`src/rtl/logicnets_pkg.sv`:
```
// logicnets_pkg: shared FSM state type and sample quantizer for the LogicNets input path.
//   state_t  : FILL (accumulating features) / WAIT (vector complete, output register busy)
//   quantize : arithmetic right shift followed by saturation to a signed fw-bit range
package logicnets_pkg;

    typedef enum logic {FILL, WAIT} state_t;

    function automatic int quantize(input int x, input int shift, input int fw);
        int s, hi, lo;
        s  = x >>> shift;
        hi = (1 << (fw - 1)) - 1;
        lo = -(1 << (fw - 1));
        return (s > hi) ? hi : ((s < lo) ? lo : s);
    endfunction

endpackage

```
`src/rtl/logicnets_quant.sv`:
```
// logicnets_quant: combinational quantizer, one raw sample to one saturated feature.
//   i_x : signed raw sample (IN_W bits)
//   o_q : two's complement feature (FEAT_W bits)
module logicnets_quant
    import logicnets_pkg::*;
#(
    parameter int IN_W   = 8,
    parameter int FEAT_W = 2,
    parameter int SHIFT  = 5
) (
    input  logic signed [IN_W-1:0]   i_x,
    output logic        [FEAT_W-1:0] o_q
);

    assign o_q = FEAT_W'(quantize(int'(i_x), SHIFT, FEAT_W));

endmodule

```
`src/rtl/logicnets_input_packer.sv`:
```
// logicnets_input_packer: packs a stream of quantized samples into N_FEAT-wide feature vectors.
//   clk, rst_n                      : clock, asynchronous active-low reset
//   in_valid/in_ready/in_data/in_last : sample stream; in_last marks the final sample of a vector
//   out_valid/out_ready/out_data    : packed vector, feature i at out_data[i*FEAT_W +: FEAT_W]
//   err_short/err_long              : sticky flags for vectors ended early by in_last / overrun
module logicnets_input_packer
    import logicnets_pkg::*;
#(
    parameter int IN_W   = 8,
    parameter int FEAT_W = 2,
    parameter int SHIFT  = 5,
    parameter int N_FEAT = 32
) (
    input  logic                       clk,
    input  logic                       rst_n,
    input  logic                       in_valid,
    output logic                       in_ready,
    input  logic signed [IN_W-1:0]     in_data,
    input  logic                       in_last,
    output logic                       out_valid,
    input  logic                       out_ready,
    output logic [N_FEAT*FEAT_W-1:0]   out_data,
    output logic                       err_short,
    output logic                       err_long
);

    localparam int CNT_W = $clog2(N_FEAT + 1);
    localparam int VW    = N_FEAT * FEAT_W;

    state_t           r_state, w_state_nxt;
    logic [CNT_W-1:0] r_cnt;
    logic [VW-1:0]    r_acc, w_acc_nxt, r_odata;
    logic             r_rdy, r_ovalid, r_err_s, r_err_l;
    logic [FEAT_W-1:0] w_q;
    logic             w_fire, w_full, w_end, w_free, w_load;

    logicnets_quant #(.IN_W(IN_W), .FEAT_W(FEAT_W), .SHIFT(SHIFT)) u_quant (
        .i_x (in_data),
        .o_q (w_q)
    );

    // r_rdy keeps in_ready low while reset is held and until the first edge after release
    assign in_ready  = r_rdy && (r_state == FILL);
    assign out_valid = r_ovalid;
    assign out_data  = r_odata;
    assign err_short = r_err_s;
    assign err_long  = r_err_l;

    assign w_fire = in_valid && in_ready;
    assign w_full = (r_cnt == CNT_W'(N_FEAT - 1));
    assign w_end  = w_fire && (in_last || w_full);
    assign w_free = !r_ovalid || out_ready;
    // the output register loads either straight from the finishing beat or from a parked vector
    assign w_load = (w_end && w_free) || (r_state == WAIT && out_ready);

    // accumulator with the incoming feature merged into its slot; unchanged while parked in WAIT
    always_comb begin
        w_acc_nxt = r_acc;
        for (int i = 0; i < N_FEAT; i++)
            if (w_fire && r_cnt == CNT_W'(i)) w_acc_nxt[i*FEAT_W +: FEAT_W] = w_q;
    end

    always_comb begin
        w_state_nxt = r_state;
        if (r_state == FILL && w_end && !w_free) w_state_nxt = WAIT;
        else if (r_state == WAIT && out_ready)   w_state_nxt = FILL;
    end

    always_ff @(posedge clk or negedge rst_n) begin
        if (!rst_n) r_state <= FILL;
        else        r_state <= w_state_nxt;
    end

    always_ff @(posedge clk or negedge rst_n) begin
        if (!rst_n) begin
            r_rdy    <= 1'b0;
            r_cnt    <= '0;
            r_acc    <= '0;
            r_ovalid <= 1'b0;
            r_odata  <= '0;
            r_err_s  <= 1'b0;
            r_err_l  <= 1'b0;
        end else begin
            r_rdy <= 1'b1;
            if (w_load) begin
                r_odata  <= w_acc_nxt;
                r_ovalid <= 1'b1;
            end else if (out_ready) begin
                r_ovalid <= 1'b0;
            end
            // a completed vector that cannot load stays in r_acc until WAIT drains it
            if (w_load) begin
                r_acc <= '0;
                r_cnt <= '0;
            end else if (w_fire) begin
                r_acc <= w_acc_nxt;
                r_cnt <= w_end ? '0 : r_cnt + 1'b1;
            end
            if (w_end) begin
                r_err_s <= r_err_s | (in_last && !w_full);
                r_err_l <= r_err_l | (!in_last && w_full);
            end
        end
    end

endmodule

```
`config.mk`:
```
export PLATFORM = sky130hd
export DESIGN_NAME = logicnets_input_packer
export DESIGN_NICKNAME = d
export VERILOG_FILES = /design/src/rtl/logicnets_pkg.sv /design/src/rtl/logicnets_quant.sv /design/src/rtl/logicnets_input_packer.sv
export SDC_FILE = /design/constraint.sdc
export NUM_CORES = 1
export LEC_CHECK = 0
export ABC_CLOCK_PERIOD_IN_PS = 2100
export BUFFER_PORTS_ARGS = -buffer_cell sky130_fd_sc_hd__buf_4
export CORE_UTILIZATION = 57
export DETAILED_ROUTE_END_ITERATION = 6
export GPL_TIMING_DRIVEN = 0
export PLACE_DENSITY_LB_ADDON = 0.12
export SLEW_MARGIN = 25
export SYNTH_ARGS = -nofsm -noshare
export SYNTH_HDL_FRONTEND = slang
export SYNTH_SLANG_ARGS = --single-unit
```
`constraint.sdc`:
```
create_clock -name clk -period 2.1 [get_ports clk]
set_input_delay 0.21 -clock clk [delete_from_list [all_inputs] [get_ports clk]]
set_output_delay 0.21 -clock clk [all_outputs]
set_load 0.01 [all_outputs]
```
Word level (Yosys, flattened, before mapping)
Index checks and enable logic that the tools add are counted.
{"block": "word_totals", "regBits": 139, "elab_cells": 140}
{"block": "op_classes", "n_mux": 43, "eq_ne": 31, "magnitude_cmp": 2, "add_sub_neg": 1, "reduce_logical": 52, "bitwise": 3}
{"cell": "2-to-1 mux 64 bit", "count": 2}
{"cell": "equality test 6 x 5 -> 1 bit, second input constant", "count": 16}
{"cell": "2-to-1 mux 2 bit", "count": 34}
{"cell": "equality test 6 x 4 -> 1 bit, second input constant", "count": 8}
{"cell": "logical AND 1 bit", "count": 41}
{"cell": "equality test 6 x 3 -> 1 bit, second input constant", "count": 4}
{"cell": "2-to-1 mux 6 bit", "count": 3}
{"cell": "equality test 6 x 2 -> 1 bit, second input constant", "count": 2}
{"cell": "adder 6 x 1 -> 6 bit, second input constant", "count": 1}
{"cell": "equality test 6 x 1 -> 1 bit, second input constant", "count": 1}
{"cell": "zero test 6 bit", "count": 1}
{"cell": "nonzero test 2 bit", "count": 3}
{"cell": "zero test 1 bit", "count": 4}
{"cell": "2-to-1 mux 1 bit", "count": 4}
{"cell": "greater-than comparator 3 x 2 -> 1 bit, second input constant", "count": 1}
{"cell": "logical OR 1 bit", "count": 3}
{"cell": "< comparator 3 x 2 -> 1 bit, second input constant", "count": 1}
{"cell": "bitwise OR 1 bit", "count": 2}
{"cell": "inverter 1 bit", "count": 1}

Logic depth before layout (Yosys ltp)
{"block": "logic_depth", "depth_word": 7, "ltp_mapped": 8, "mapped_depth_nobuf": 5}

Cells and area by module
A second synthesis with hierarchy kept.
{"block": "unflattened", "cells_unflattened": 518, "hier_area_um2": 6193.4}
{"module": "logicnets_input_packer", "area_per_inst_um2": 6177.2, "cells_each": 514, "n_inst": 1}
{"module": "logicnets_quant", "area_per_inst_um2": 16.3, "cells_each": 4, "n_inst": 1}

Least setup slack after synthesis
OpenSTA, ideal clock, no wires.
{"block": "synth_path", "path_kind": "register to register", "startpoint": "register r_cnt[0]", "endpoint": "register r_odata[53], in the netlist out_data[53]", "n_path_buf": 2, "arrival_ps": 1795, "path_stages_with_launch": 8, "t_required_ps": 1973, "period_less_slack_ps": 1922, "slack_ps": 178, "path_cell_list": "dfrtp_1 > ha_1 > and4b_1 > buf_4 > a22o_4 > o2bb2ai_2 > buf_4 > mux2_1"}
{"block": "synth_between", "elab_chain_cells": 5, "word_cells_on_any_way": 8, "classes_between": "2 x eq/ne; 1 x mux; 5 x reduce/logical"}
{"item": "start: declaration", "line": "logicnets_input_packer.sv:31", "source": "logic [CNT_W-1:0] r_cnt;"}
{"item": "start signal: assignment", "line": "logicnets_input_packer.sv:97", "source": "r_cnt <= w_end ? '0 : r_cnt + 1'b1;"}
{"item": "equality test 6 x 5 -> 1 bit", "line": "logicnets_input_packer.sv:50", "source": "assign w_full = (r_cnt == CNT_W'(N_FEAT - 1));"}
{"item": "logical OR 1 bit", "line": "logicnets_input_packer.sv:51", "source": "assign w_end = w_fire && (in_last || w_full);"}
{"item": "logical AND 1 bit", "line": "logicnets_input_packer.sv:51"}
{"item": "logical AND 1 bit", "line": "logicnets_input_packer.sv:54", "source": "assign w_load = (w_end && w_free) || (r_state == WAIT && out_ready);"}
{"item": "logical OR 1 bit", "line": "logicnets_input_packer.sv:54"}
{"item": "end signal: assignment", "line": "logicnets_input_packer.sv:86", "source": "r_odata <= w_acc_nxt;"}
{"item": "end: declaration", "line": "logicnets_input_packer.sv:32", "source": "logic [VW-1:0] r_acc, w_acc_nxt, r_odata;"}
Several ways; a longest one is shown, not always the timed one.
A chain may end at the register's enable or synchronous reset.

Final worst setup path
{"block": "layout_path", "startpoint": "register r_cnt[0]", "endpoint": "register r_odata[57], in the netlist out_data[57]"}
The elaborated chain is that of the path after synthesis.

==> flow_summary_export.csv <==
group,metric,value,unit
placed_design,port_buffers,75,
synthesis,synth_top_cell_by_area,"dfrtp_1",
die,die_h,105,um
clock_tree,cts_buffers,17,
timing,drv_slew,0,
timing,finalSetupViolCount,0,
worst_setup_path,critPathKind,"register to register",
timing,slew_headroom,61.1,%
layout,final_area,7580,um2
placed_design,place_hpwl,8030,um
layout,area_delta_synth_final,25.8,%
timing,max_freq,495,MHz
synthesis,syn_avg_cell_area,11.9,um2
layout,drive_gt1_share,25.7,%
timing,max_slew.worst_pin.slew,583,ps
clock_tree,clkLatencyLatePin,520,ps
layout,final_nets,622,
synthesis,synthesis.nets,524,
placed_design,postPlaceCellArea,6800,um2
worst_hold_path,hp-start,"in_data[7]",
synthesis,synth_cells,507,
synthesis,synth.area.top_cells,"dfrtp_1 (58%), mux2i_1 (18%), nor2_1 (3.8%), inv_1 (3.7%), mux2_1 (2.1%)",
worst_setup_path,r2r_start,"r_cnt[0]",
clock_tree,clkTransAtPathRegs,60,ps
pwr,power.density,865,nW/um2
placed_design,place.gp.congestion,0.790,
synthesis,synth.top_cell.area_share,57.7,%
global_routing,grt_usage,24.1,%
detailed_routing,vias_per_cell,5.27,
synthesis,netlist_area,6030,um2
clock_tree,clkSinkCount,139,
die,io_pins,81,
placed_design,pre_cts_slack,-20.0,ps
worst_setup_path,regToRegSetupSlack,80,ps
worst_setup_path,worstReg2RegEnd,"out_data[57]",
detailed_routing,wire_per_inst,16.4,um
detailed_routing,drtPass1Iterations,4,
timing,clock_skew,8.69,ps
die,dieArea,11000,um2
job,drv_cap,0,
pwr,power,6.56,mW
synthesis,ys_seq_area_share,57.7,%
timing,hold_viol,0,
pwr,leakagePower,4.07,nW
clock_tree,cts-root-buf,"clkbuf_8",
detailed_routing,vias,3975,
pwr,max-vdd-ir-drop,549,uV
worst_setup_path,end_kind,"register",
timing,fin_ws,81.7,ps
clock_tree,h-tree-depth,4,
timing,fin_crit,2020,ps
global_routing,grt_pass1_vias,4142,
synthesis,synth-seq-cells,139,
global_routing,antenna_found_initial,0,
layout,antenna_cells,0,
die,die_w,105,um
global_routing,grt_overflow_total,0,
timing,rsz0062_at_grt,"true",
layout,final_cell_mix,"dfrtp_1 (138), mux2i_1 (104), buf_4 (80), nor2_1 (61), inv_1 (59)",
run_status,outcome,"completed",
worst_hold_path,min_path_type,"input port to register",
layout,final_common_cell,"dfrtp_1",
worst_setup_path,ff2ff_path_depth,5,
synthesis,synthDistinctLibCells,35,
clock_tree,cts_buffer_depth,2,
worst_hold_path,hold_end,"out_data[51]",
die,core_area,10300,um2
worst_setup_path,cp-start-kind,"register",
die,start_util,58.6,%
synthesis,yosysWarnings,0,
worst_setup_path,critPathRequiredTime,2510,ps
die,core.rowCount,37,
global_routing,grt_pass1_wl,20300,um
detailed_routing,antenna_left,0,
clock_tree,tritoncts,"built",
timing,fin_hold_ws,115,ps
detailed_routing,drt_iter0_drc,153,
global_routing,grt_max_degree,78,
layout,fillCellCount,739,
worst_hold_path,worstHoldPathCells,3,
worst_setup_path,arrival,2430,ps
worst_setup_path,crit_fanout,8,
detailed_routing,wl,12400,um
detailed_routing,drc,0,
timing,post-route-period-util,96.1,%
state kept, by name (all words and copies together), names as in the netlist:
name	count
r_acc	64
out_valid	1
r_rdy	1
out_data	64
r_cnt	6
r_state	1
err_short	1
err_long	1
Yosys cell counts:
cell type  count
dfrtp_1      139
mux2i_1      106
nor2_1        61
inv_1         59
nand3_1       23
nor2b_1       14
buf_2         13
mux2_1        11
mux2_2        11
clkbuf_1      10
nand4_1       10
buf_6          6
a21oi_1        5
buf_4          4
ha_1           4
nand2_1        4
a21o_1         3
a31o_2         2
and2_1         2
and4b_1        2
nor4_1         2
xnor2_1        2
xor2_1         2
a22o_4         1
and3_1         1
and3b_1        1
and4bb_2       1
clkbuf_2       1
conb_1         1
maj3_1         1
nand3b_1       1
nor4b_1        1
nor4bb_1       1
o2bb2ai_2      1
or3b_2         1
repair_timing:
| item | CTS | global route |
|---|---|---|
| endpoints found under the setup margin | 22 | 113 |
| gates resized for setup | 3 | 20 |
| pin swaps | 0 | 2 |
| setup buffers | 0 | 3 |
| endpoints found under the hold margin | 79 | 0 |
| hold buffers | 3 | 0 |
| cloned | 0 | 1 |
layout make-up:
type / instances / area, um2 / area share [%]
buffer: 30 / 241 / 3.18
clock buffer: 21 / 469 / 6.19
clock inverter: 11 / 189 / 2.49
inverter: 59 / 221 / 2.92
multi-input combinational: 275 / 2160 / 28.4
sequential: 139 / 3480 / 45.9
tap: 136 / 170 / 2.24
timing repair buffer: 83 / 656 / 8.65
worst max path at each step:
stage              from            to  slack (ps)  cells after the start
5_1_grt         r_state  out_data[26]         -10                      7
3_5_place_dp   r_cnt[0]  out_data[61]         -20                      7
4_1_cts        r_cnt[1]  out_data[23]           5                      8
2_1_floorplan  r_cnt[0]  out_data[53]         180                      7
6_report       r_cnt[0]  out_data[57]          80                      5
3_3_place_gp   r_cnt[0]  out_data[53]          30                      7
layer usage:
metal | global-route usage (%) | vias to the layer above | wire length [um]
met4 | 8.35 | 0 | 215
met3 | 5.74 | 26 | 534
met1 | 31.2 | 1983 | 5480
met5 | 0 | - | 0
met2 | 39.9 | 99 | 6130
li1 | - | 1867 | -
critical path: stages, from the launching register on:
cell and delay (ps):
dfrtp_1 440, inv_1 160, ha_1 450, nand3_1 230
mux2_2 340, mux2_1 290
per-stage QoR:
| stage | TNS [ps] | cells | utilization [%] |
|---|---|---|---|
| 6_report | 0 | 754 | 73.8 |
| 2_1_floorplan | 0 | 507 | - |
| 3_5_place_dp | -71.2 | 719 | 66.1 |
| 3_3_place_gp | 0 | 718 | 65.8 |
| 5_1_grt | -50.2 | 754 | 73.8 |
| 4_1_cts | 0 | 752 | 72.8 |
power by group:
part	internal [mW]	leakage, nW	switching [mW]	total (mW)
clock	2.17	0.320	1.10	3.27
combinational	0.205	1.82	0.304	0.508
sequential	2.74	1.92	0.0353	2.78
total	5.12	4.07	1.44	6.56
cell families (layout without fill, tap and decap cells):
logic type	Yosys count	count (layout)	synth area share, %
multiplexers	128	128	21.7
XOR/XNOR	4	4	0.581
AO/OA/AOI/OAI	12	12	1.62
flip-flops	139	139	57.7
other	1	1	0.0622
buffers and inverters	93	204	7.08
adder cells (fa/ha/maj)	5	5	0.997
AND/OR/NAND/NOR	125	125	10.2
(Power assumes the default switching activity.)
